==> config.mk <==
export PLATFORM = sky130hd
export DESIGN_NAME = alu_control_unit
export DESIGN_NICKNAME = d
export VERILOG_FILES = /design/src/rtl/alu_control_unit.sv
export SDC_FILE = /design/constraint.sdc
export NUM_CORES = 1
export LEC_CHECK = 0
export BUFFER_PORTS_ARGS = -buffer_cell sky130_fd_sc_hd__buf_2
export CAP_MARGIN = 10
export CORE_AREA = 2 2 39 41
export CTS_CLUSTER_DIAMETER = 60
export CTS_CLUSTER_SIZE = 40
export DETAILED_ROUTE_END_ITERATION = 8
export DIE_AREA = 0 0 41 43
export PLACE_DENSITY = 0.68
export SKIP_LAST_GASP = 1
export SLEW_MARGIN = 0
export SYNTH_ARGS = -nofsm -noshare
export SYNTH_HDL_FRONTEND = slang
export SYNTH_SLANG_ARGS = --single-unit
==> constraint.sdc <==
create_clock -name clk -period 2.44 [get_ports clk]
set_input_delay 0.244 -clock clk [delete_from_list [all_inputs] [get_ports clk]]
set_output_delay 0.244 -clock clk [all_outputs]
set_load 0.05 [all_outputs]
==> src/rtl/alu_control_unit.sv <==
// ALU control unit: decodes RV32I opcode/funct3/funct7 into a 6-bit ALU
// operation code, registers it into the EX stage and resolves conditional
// branches one cycle later using the ALU zero flag.
//
// Build option: define ALU_CTRL_ILLEGAL_TRAP_EN to flag unsupported
// instructions on the illegal output. Without it, illegal stays 0 and such
// instructions pass through as a plain ADD.
module alu_control_unit (
    input  logic       clk,
    input  logic       reset,
    input  logic       inValid,
    input  logic [6:0] opcode,
    input  logic [2:0] funct3,
    input  logic [6:0] funct7,
    input  logic       stall,
    input  logic       flush,
    input  logic       aluZero,
    output logic [5:0] ALUControl,
    output logic       outValid,
    output logic       isBranch,
    output logic       branchValid,
    output logic       branchTaken,
    output logic       illegal
);

    localparam logic [5:0] OP_AND  = 6'b000000;
    localparam logic [5:0] OP_OR   = 6'b000001;
    localparam logic [5:0] OP_ADD  = 6'b000010;
    localparam logic [5:0] OP_SLL  = 6'b000011;
    localparam logic [5:0] OP_SRL  = 6'b000100;
    localparam logic [5:0] OP_XOR  = 6'b000101;
    localparam logic [5:0] OP_SUB  = 6'b000110;
    localparam logic [5:0] OP_SRA  = 6'b000111;
    localparam logic [5:0] OP_BEQ  = 6'b001000;
    localparam logic [5:0] OP_BNE  = 6'b001001;
    localparam logic [5:0] OP_BLT  = 6'b001010;
    localparam logic [5:0] OP_BGE  = 6'b001011;
    localparam logic [5:0] OP_BLTU = 6'b001100;
    localparam logic [5:0] OP_BGEU = 6'b001101;

    localparam logic [6:0] OPC_R      = 7'b0110011;
    localparam logic [6:0] OPC_I_ALU  = 7'b0010011;
    localparam logic [6:0] OPC_BRANCH = 7'b1100011;
    localparam logic [6:0] OPC_LOAD   = 7'b0000011;
    localparam logic [6:0] OPC_STORE  = 7'b0100011;
    localparam logic [6:0] OPC_LUI    = 7'b0110111;
    localparam logic [6:0] OPC_AUIPC  = 7'b0010111;
    localparam logic [6:0] OPC_JAL    = 7'b1101111;
    localparam logic [6:0] OPC_JALR   = 7'b1100111;

`ifdef ALU_CTRL_ILLEGAL_TRAP_EN
    localparam logic TRAP_EN = 1'b1;
`else
    localparam logic TRAP_EN = 1'b0;
`endif

    // Only funct7[5] distinguishes SUB/SRA; the remaining bits are ignored.
    logic unused_funct7;
    assign unused_funct7 = ^{funct7[6], funct7[4:0]};

    logic [5:0] dec_ctrl;
    logic       dec_branch;
    logic       dec_unsup;

    logic [5:0] alu_ctrl_q,  alu_ctrl_d;
    logic       out_valid_q, out_valid_d;
    logic       is_branch_q, is_branch_d;
    logic       illegal_q,   illegal_d;
    logic       br_valid_q,  br_valid_d;
    logic       br_taken_q,  br_taken_d;

    // Decode the instruction fields into an ALU operation; anything not
    // recognised falls back to ADD and is marked unsupported.
    always_comb begin
        dec_ctrl   = OP_ADD;
        dec_branch = 1'b0;
        dec_unsup  = 1'b0;
        unique case (opcode)
            OPC_R, OPC_I_ALU: begin
                unique case (funct3)
                    3'b000: begin
                        // Immediate form has no SUB; funct7 is part of the imm.
                        if (opcode == OPC_R && funct7[5]) dec_ctrl = OP_SUB;
                        else                              dec_ctrl = OP_ADD;
                    end
                    3'b001: dec_ctrl = OP_SLL;
                    3'b100: dec_ctrl = OP_XOR;
                    3'b101: dec_ctrl = funct7[5] ? OP_SRA : OP_SRL;
                    3'b110: dec_ctrl = OP_OR;
                    3'b111: dec_ctrl = OP_AND;
                    default: begin
                        dec_ctrl  = OP_ADD;
                        dec_unsup = 1'b1;
                    end
                endcase
            end
            OPC_BRANCH: begin
                dec_branch = 1'b1;
                unique case (funct3)
                    3'b000: dec_ctrl = OP_BEQ;
                    3'b001: dec_ctrl = OP_BNE;
                    3'b100: dec_ctrl = OP_BLT;
                    3'b101: dec_ctrl = OP_BGE;
                    3'b110: dec_ctrl = OP_BLTU;
                    3'b111: dec_ctrl = OP_BGEU;
                    default: begin
                        // Unknown branch flavours must never resolve.
                        dec_ctrl   = OP_ADD;
                        dec_branch = 1'b0;
                        dec_unsup  = 1'b1;
                    end
                endcase
            end
            OPC_LOAD, OPC_STORE, OPC_LUI, OPC_AUIPC, OPC_JAL, OPC_JALR: begin
                dec_ctrl = OP_ADD;
            end
            default: begin
                dec_ctrl  = OP_ADD;
                dec_unsup = 1'b1;
            end
        endcase
    end

    // EX-stage next state: flush beats stall beats a new load; a held branch
    // resolves only on a non-stalled, non-flushed edge so it pulses once.
    always_comb begin
        alu_ctrl_d  = alu_ctrl_q;
        out_valid_d = out_valid_q;
        is_branch_d = is_branch_q;
        illegal_d   = illegal_q;
        br_valid_d  = 1'b0;
        br_taken_d  = 1'b0;
        if (flush) begin
            out_valid_d = 1'b0;
            is_branch_d = 1'b0;
            illegal_d   = 1'b0;
        end else if (!stall) begin
            br_valid_d = out_valid_q & is_branch_q;
            br_taken_d = out_valid_q & is_branch_q & aluZero;
            if (inValid) begin
                alu_ctrl_d  = dec_ctrl;
                out_valid_d = 1'b1;
                is_branch_d = dec_branch;
                illegal_d   = TRAP_EN & dec_unsup;
            end else begin
                // ALUControl intentionally keeps its last value to avoid
                // needless toggling of the ALU when the stage is empty.
                out_valid_d = 1'b0;
                is_branch_d = 1'b0;
                illegal_d   = 1'b0;
            end
        end
    end

    // Register the EX stage; reset overrides every other control.
    always_ff @(posedge clk) begin
        if (reset) begin
            alu_ctrl_q  <= OP_ADD;
            out_valid_q <= 1'b0;
            is_branch_q <= 1'b0;
            illegal_q   <= 1'b0;
            br_valid_q  <= 1'b0;
            br_taken_q  <= 1'b0;
        end else begin
            alu_ctrl_q  <= alu_ctrl_d;
            out_valid_q <= out_valid_d;
            is_branch_q <= is_branch_d;
            illegal_q   <= illegal_d;
            br_valid_q  <= br_valid_d;
            br_taken_q  <= br_taken_d;
        end
    end

    assign ALUControl  = alu_ctrl_q;
    assign outValid    = out_valid_q;
    assign isBranch    = is_branch_q;
    assign illegal     = illegal_q;
    assign branchValid = br_valid_q;
    assign branchTaken = br_taken_q;

endmodule

After elaboration in Yosys (flattened, before gate mapping). Index checks and enable logic that the tools add are counted.

Equal/unequal tests: 8. Muxes and demuxes: 9. Bitwise operators: 4. Reduce and logical (&&, ||, !) cells: 7.

Operator list (count): $pmux W6 S6 (1); $pmux W4 S6 (1); $eq A3 B3 Y1 const B (4); $pmux W6 S2 (1); $eq A7 B5 Y1 const B (1); $eq A7 B6 Y1 const B (1); $eq A7 B7 Y1 const B (1); $reduce_or A6 Y1 (1); $mux W1 (4); $reduce_or A2 Y1 (2); $eq A3 B1 Y1 const B (1); $logic_not A3 Y1 (1); $mux W3 (1); $reduce_and A3 Y1 (1); $reduce_or A3 Y1 (1); $and A1 B1 Y1 (2); $mux W2 (1); $not A1 Y1 (2); $logic_and A1 B1 Y1 (1).

Register bits after elaboration: 10. Output and inout bits: 11. Word-level logic and storage cells: 33.

Depth between registers and ports, before layout.
Depth in word-level cells: 5. Depth in mapped cells: 4. Depth with buffers taken out: 4.

Least setup slack after synthesis. Ideal clock, no wire load.

Path type: input to register. Start point: input opcode[2]. End point: register alu_ctrl_q[2] (netlist: ALUControl[2]). Setup time: 74 ps. Arrival: 1444 ps. Setup slack: 922 ps. Cell stages on the path: 4. Buffers on the path: 0. Cell sequence: nand4bb_4 or3b_4 or4_1 a31oi_1.

Word-level cells in the longest chain between the ends: 5.

RTL lines: start, declared (line 12) `input logic [6:0] opcode,`; $eq A7 B6 Y1; $logic_and A1 B1 Y1 (line 83) `if (opcode == OPC_R && funct7[5]) dec_ctrl = OP_SUB;`; $mux W3 (line 83); $pmux W6 S6 (line 80) `unique case (funct3)`; $pmux W6 S2 (*) (line 78) `unique case (opcode)`; end signal, assigned (line 165) `alu_ctrl_q <= alu_ctrl_d;`; end, declared (line 65) `logic [5:0] alu_ctrl_q, alu_ctrl_d;`.

Every way passes the cells marked *; elsewhere a longest branch is shown, timed or not. A chain may end at the register's enable or synchronous reset.

Worst setup path in the final report. Ends and elaborated chain as after synthesis.

==> summary.md <==
| Metric | Value |
|---|---|
| Worst R2R Start | `outValid` |
| GPL Wtd Cong | `between 0.7 and 0.8` |
| Clock period minus worst slack | `about 1.4 ns` |
| Pwr dens | `about 500 nW/um2` |
| Ys Warns | `0` |
| DRC Markers | `0` |
| Post-DP HPWL | `750 um` |
| Cell Area, Synth | `432 um2` |
| CTS Sinks | `8` |
| Initial Util | `a little under a third` |
| Crit Path Class | `in2reg` |
| CP startpoint | `opcode[2]` |
| ANT nets after route | `0` |
| Number of cell rows | `14` |
| Initial antenna violation count | `0` |
| Worst path max stage delay | `roughly 0.51 ns` |
| Mapped Avg Cell Area | `about 9 um2` |
| CP Cell Sequence | `buf_2 -> nand4bb_4 -> or3b_4 -> or4_1 -> a31oi_1` |
| Worst R2R Setup Slack | `around 1.6 ns` |
| Max Cap Viol | `0` |
| Crit end category | `flip-flop` |
| Die area | `between 1500 and 2000 um2` |
| Max IR drop VDD | `between 150 and 200 uV` |
| Routed wire length | `around 900 um` |
| Largest net degree at the start of global routing | `8` |
| CP required | `~2.6 ns` |
| Clk_skew | `0.000914 ns` |
| Area of the multi-input gates | `249 um2` |
| PortBufs | `24` |
| Critical path capture point | `ALUControl[2]` |
| Worst skew pair latency | `0.25 ns` |
| Max Slew Vio Count | `0` |
| Die Span X | `about 40 um` |
| Status | `complete, no violations` |
| Worst min path class | `in2reg` |
| 1st-iter DRT viols | `2` |
| Die height | `~43 um` |
| TNS Setup | `0 ns` |
| Core box area | `~1400 um2` |
| Critical path's slowest cell | `or4_1` |
| Final core utilization | `41.9%` |
| Post-cts sizing count | `0` |
| RSZ-0062 raised after global routing | `false` |
| Setup violators final | `0` |
| CTS tree | `done` |
| Vias in the first global route | `roughly 370` |
| Global route overflow | `0` |
| Via count | `444` |
| Fill cells | `between 150 and 200` |
| Post-Syn Instances | `49` |
| Ant. Diodes | `0` |
| Vias/cell | `4.88` |
| Num CTS Buffers | `3` |
| Reg-to-reg endpoint | `branchTaken` |
| Crit-path max FO | `3` |
| Register area | `160 um2` |
| Period utilisation layout | `roughly 58%` |
| Final instance area | `about 580 um2` |
| Nets | `100` |
| Layout cells sized above 1 | `about two fifths` |
| Register area share after synthesis | `37.1%` |
| Critical Path AT | `about 1.6 ns` |
| Post-placement cell area | `557 um2` |
| CTS H-tree lvls | `1` |
| Reg clk slew, reported paths | `0.05 ns` |
| Area growth from synthesis to layout | `34.2%` |
| Leak Pwr | `roughly 0.25 nW` |
| Root buffer cell | `clkbuf_4` |
| Cells on worst reg2reg path | `3` |
| Yosys cell types | `28` |
| Setup repair bufs after CTS | `0` |
| Final Hold Vio Count | `0` |
| Ports | `34` |
| Max Freq | `0.709 GHz` |
| WL per Instance | `approximately 9.9 um` |
| Yosys reg bits | `8` |
| Overall Global Routing Usage | `10.5%` |
| Hold Buf Count CTS | `0` |
| First-pass detailed-route iteration total | `2` |
| Global-route wire length before repair | `1.25 mm` |
| Setup crit start kind | `primary input` |
| Clk buf depth | `2` |
[flip-flops by register name, summed over array words and instances (netlist names)]
register	cells
ALUControl	4
branchValid	1
branchTaken	1
outValid	1
isBranch	1
[metal layers]
metal  vias up  GRT usage (%)  wire (um)
li1        224              -          -
met1       195           9.32        360
met2        23           18.1        428
met3         2           1.57         95
met4         0           10.0         16
met5         -              0          0
[synthesized netlist by cell type]
| library cell | n | area share, % |
|---|---|---|
| and2_1 | 1 | 1.5 |
| nand2b_1 | 1 | 1.5 |
| a21oi_1 | 3 | 3.5 |
| nor4_1 | 1 | 1.5 |
| a21o_1 | 1 | 1.7 |
| buf_4 | 3 | 5.2 |
| conb_1 | 1 | 0.87 |
| or4_1 | 1 | 1.7 |
| inv_1 | 2 | 1.7 |
| a311oi_1 | 1 | 2.0 |
| dfxtp_1 | 8 | 37 |
| nand2_1 | 6 | 5.2 |
| o31ai_1 | 1 | 1.7 |
| o21ai_0 | 1 | 1.2 |
| a31oi_1 | 2 | 2.9 |
| nand3b_1 | 1 | 1.7 |
| nor2_1 | 2 | 1.7 |
| a211o_1 | 1 | 2.0 |
| a22oi_1 | 1 | 1.7 |
| nor2b_1 | 1 | 1.5 |
| xnor2_1 | 1 | 2.0 |
| nand4_1 | 1 | 1.5 |
| nor2b_2 | 1 | 2.0 |
| o2bb2ai_1 | 1 | 2.0 |
| nand4bb_4 | 1 | 6.4 |
| or3b_4 | 1 | 2.6 |
| and2b_2 | 1 | 2.0 |
| nor3_1 | 3 | 3.5 |
[cell usage in the layout (no fill, tap or decap)]
cell,instances
inv_1,2
or4_1,1
nor2_1,2
o21ai_0,1
conb_1,3
nand4bb_4,1
a211o_1,1
a22oi_1,1
clkbuf_4,3
nor4_1,1
a21oi_1,3
nand3b_1,1
dfxtp_1,8
buf_2,24
a311oi_1,1
xnor2_1,1
nor3_1,3
nand2b_1,1
nand4_1,1
o31ai_1,1
o2bb2ai_1,1
or3b_4,1
and2b_2,1
and2_1,1
a21o_1,1
a31oi_1,2
nor2b_1,1
nand2_1,6
nor2b_2,1
[logic make-up (layout without fill, tap and decap cells)]
group	after synthesis	in the layout	share of synthesized area [%]
flip-flops	8	8	37.1
AND/OR/NAND/NOR	22	22	34.2
other	1	3	0.869
XOR/XNOR	1	1	2.03
AO/OA/AOI/OAI	12	12	18.8
buffers and inverters	5	29	6.96
[metrics by stage]
stage | total power [mW] | std cells | hold WS [ns] | setup slack [ns]
3_5_place_dp | 0.193 | 88 | 0.443 | 0.758
5_1_grt | 0.301 | 91 | 0.195 | 0.989
2_1_floorplan | 0.174 | 51 | 0.313 | 0.922
4_1_cts | 0.293 | 91 | 0.195 | 1.02
6_report | 0.289 | 91 | 0.195 | 1.03
3_3_place_gp | 0.192 | 88 | 0.448 | 0.776
[worst min path at each step]
stage / startpoint / end / slack (ns) / depth (start not counted)
final: aluZero / branchTaken / 0.20 / 2
after global routing: aluZero / branchTaken / 0.20 / 2
after CTS: aluZero / branchTaken / 0.20 / 2
after detailed placement: ALUControl[3] / ALUControl[3] / 0.44 / 2
after global placement: ALUControl[3] / ALUControl[3] / 0.45 / 2
after floorplan: reset / ALUControl[3] / 0.31 / 1
[layout make-up]
cell class              count  area share, %
flip-flops and latches      8           27.6
repair buffers             24           20.7
well taps                  16           3.46
clock buffers               3           3.89
inverters                   2           1.30
multi-input cells          38           43.0
[worst max-delay path, delay by kind of cell]
family / cells / cell delay, ns
AOI/OAI and AO/OA: 1 / 0.13
buffers and inverters: 1 / 0.09
and+or+nand+nor: 3 / 1.13
[power by group]
group / total [mW] / internal (mW) / switching [mW]
logic: 0.0560 / 0.0203 / 0.0357
registers: 0.134 / 0.133 / 0.00107
clock network: 0.0992 / 0.0562 / 0.0431
Note: power is estimated with default switching activity, not from simulation.
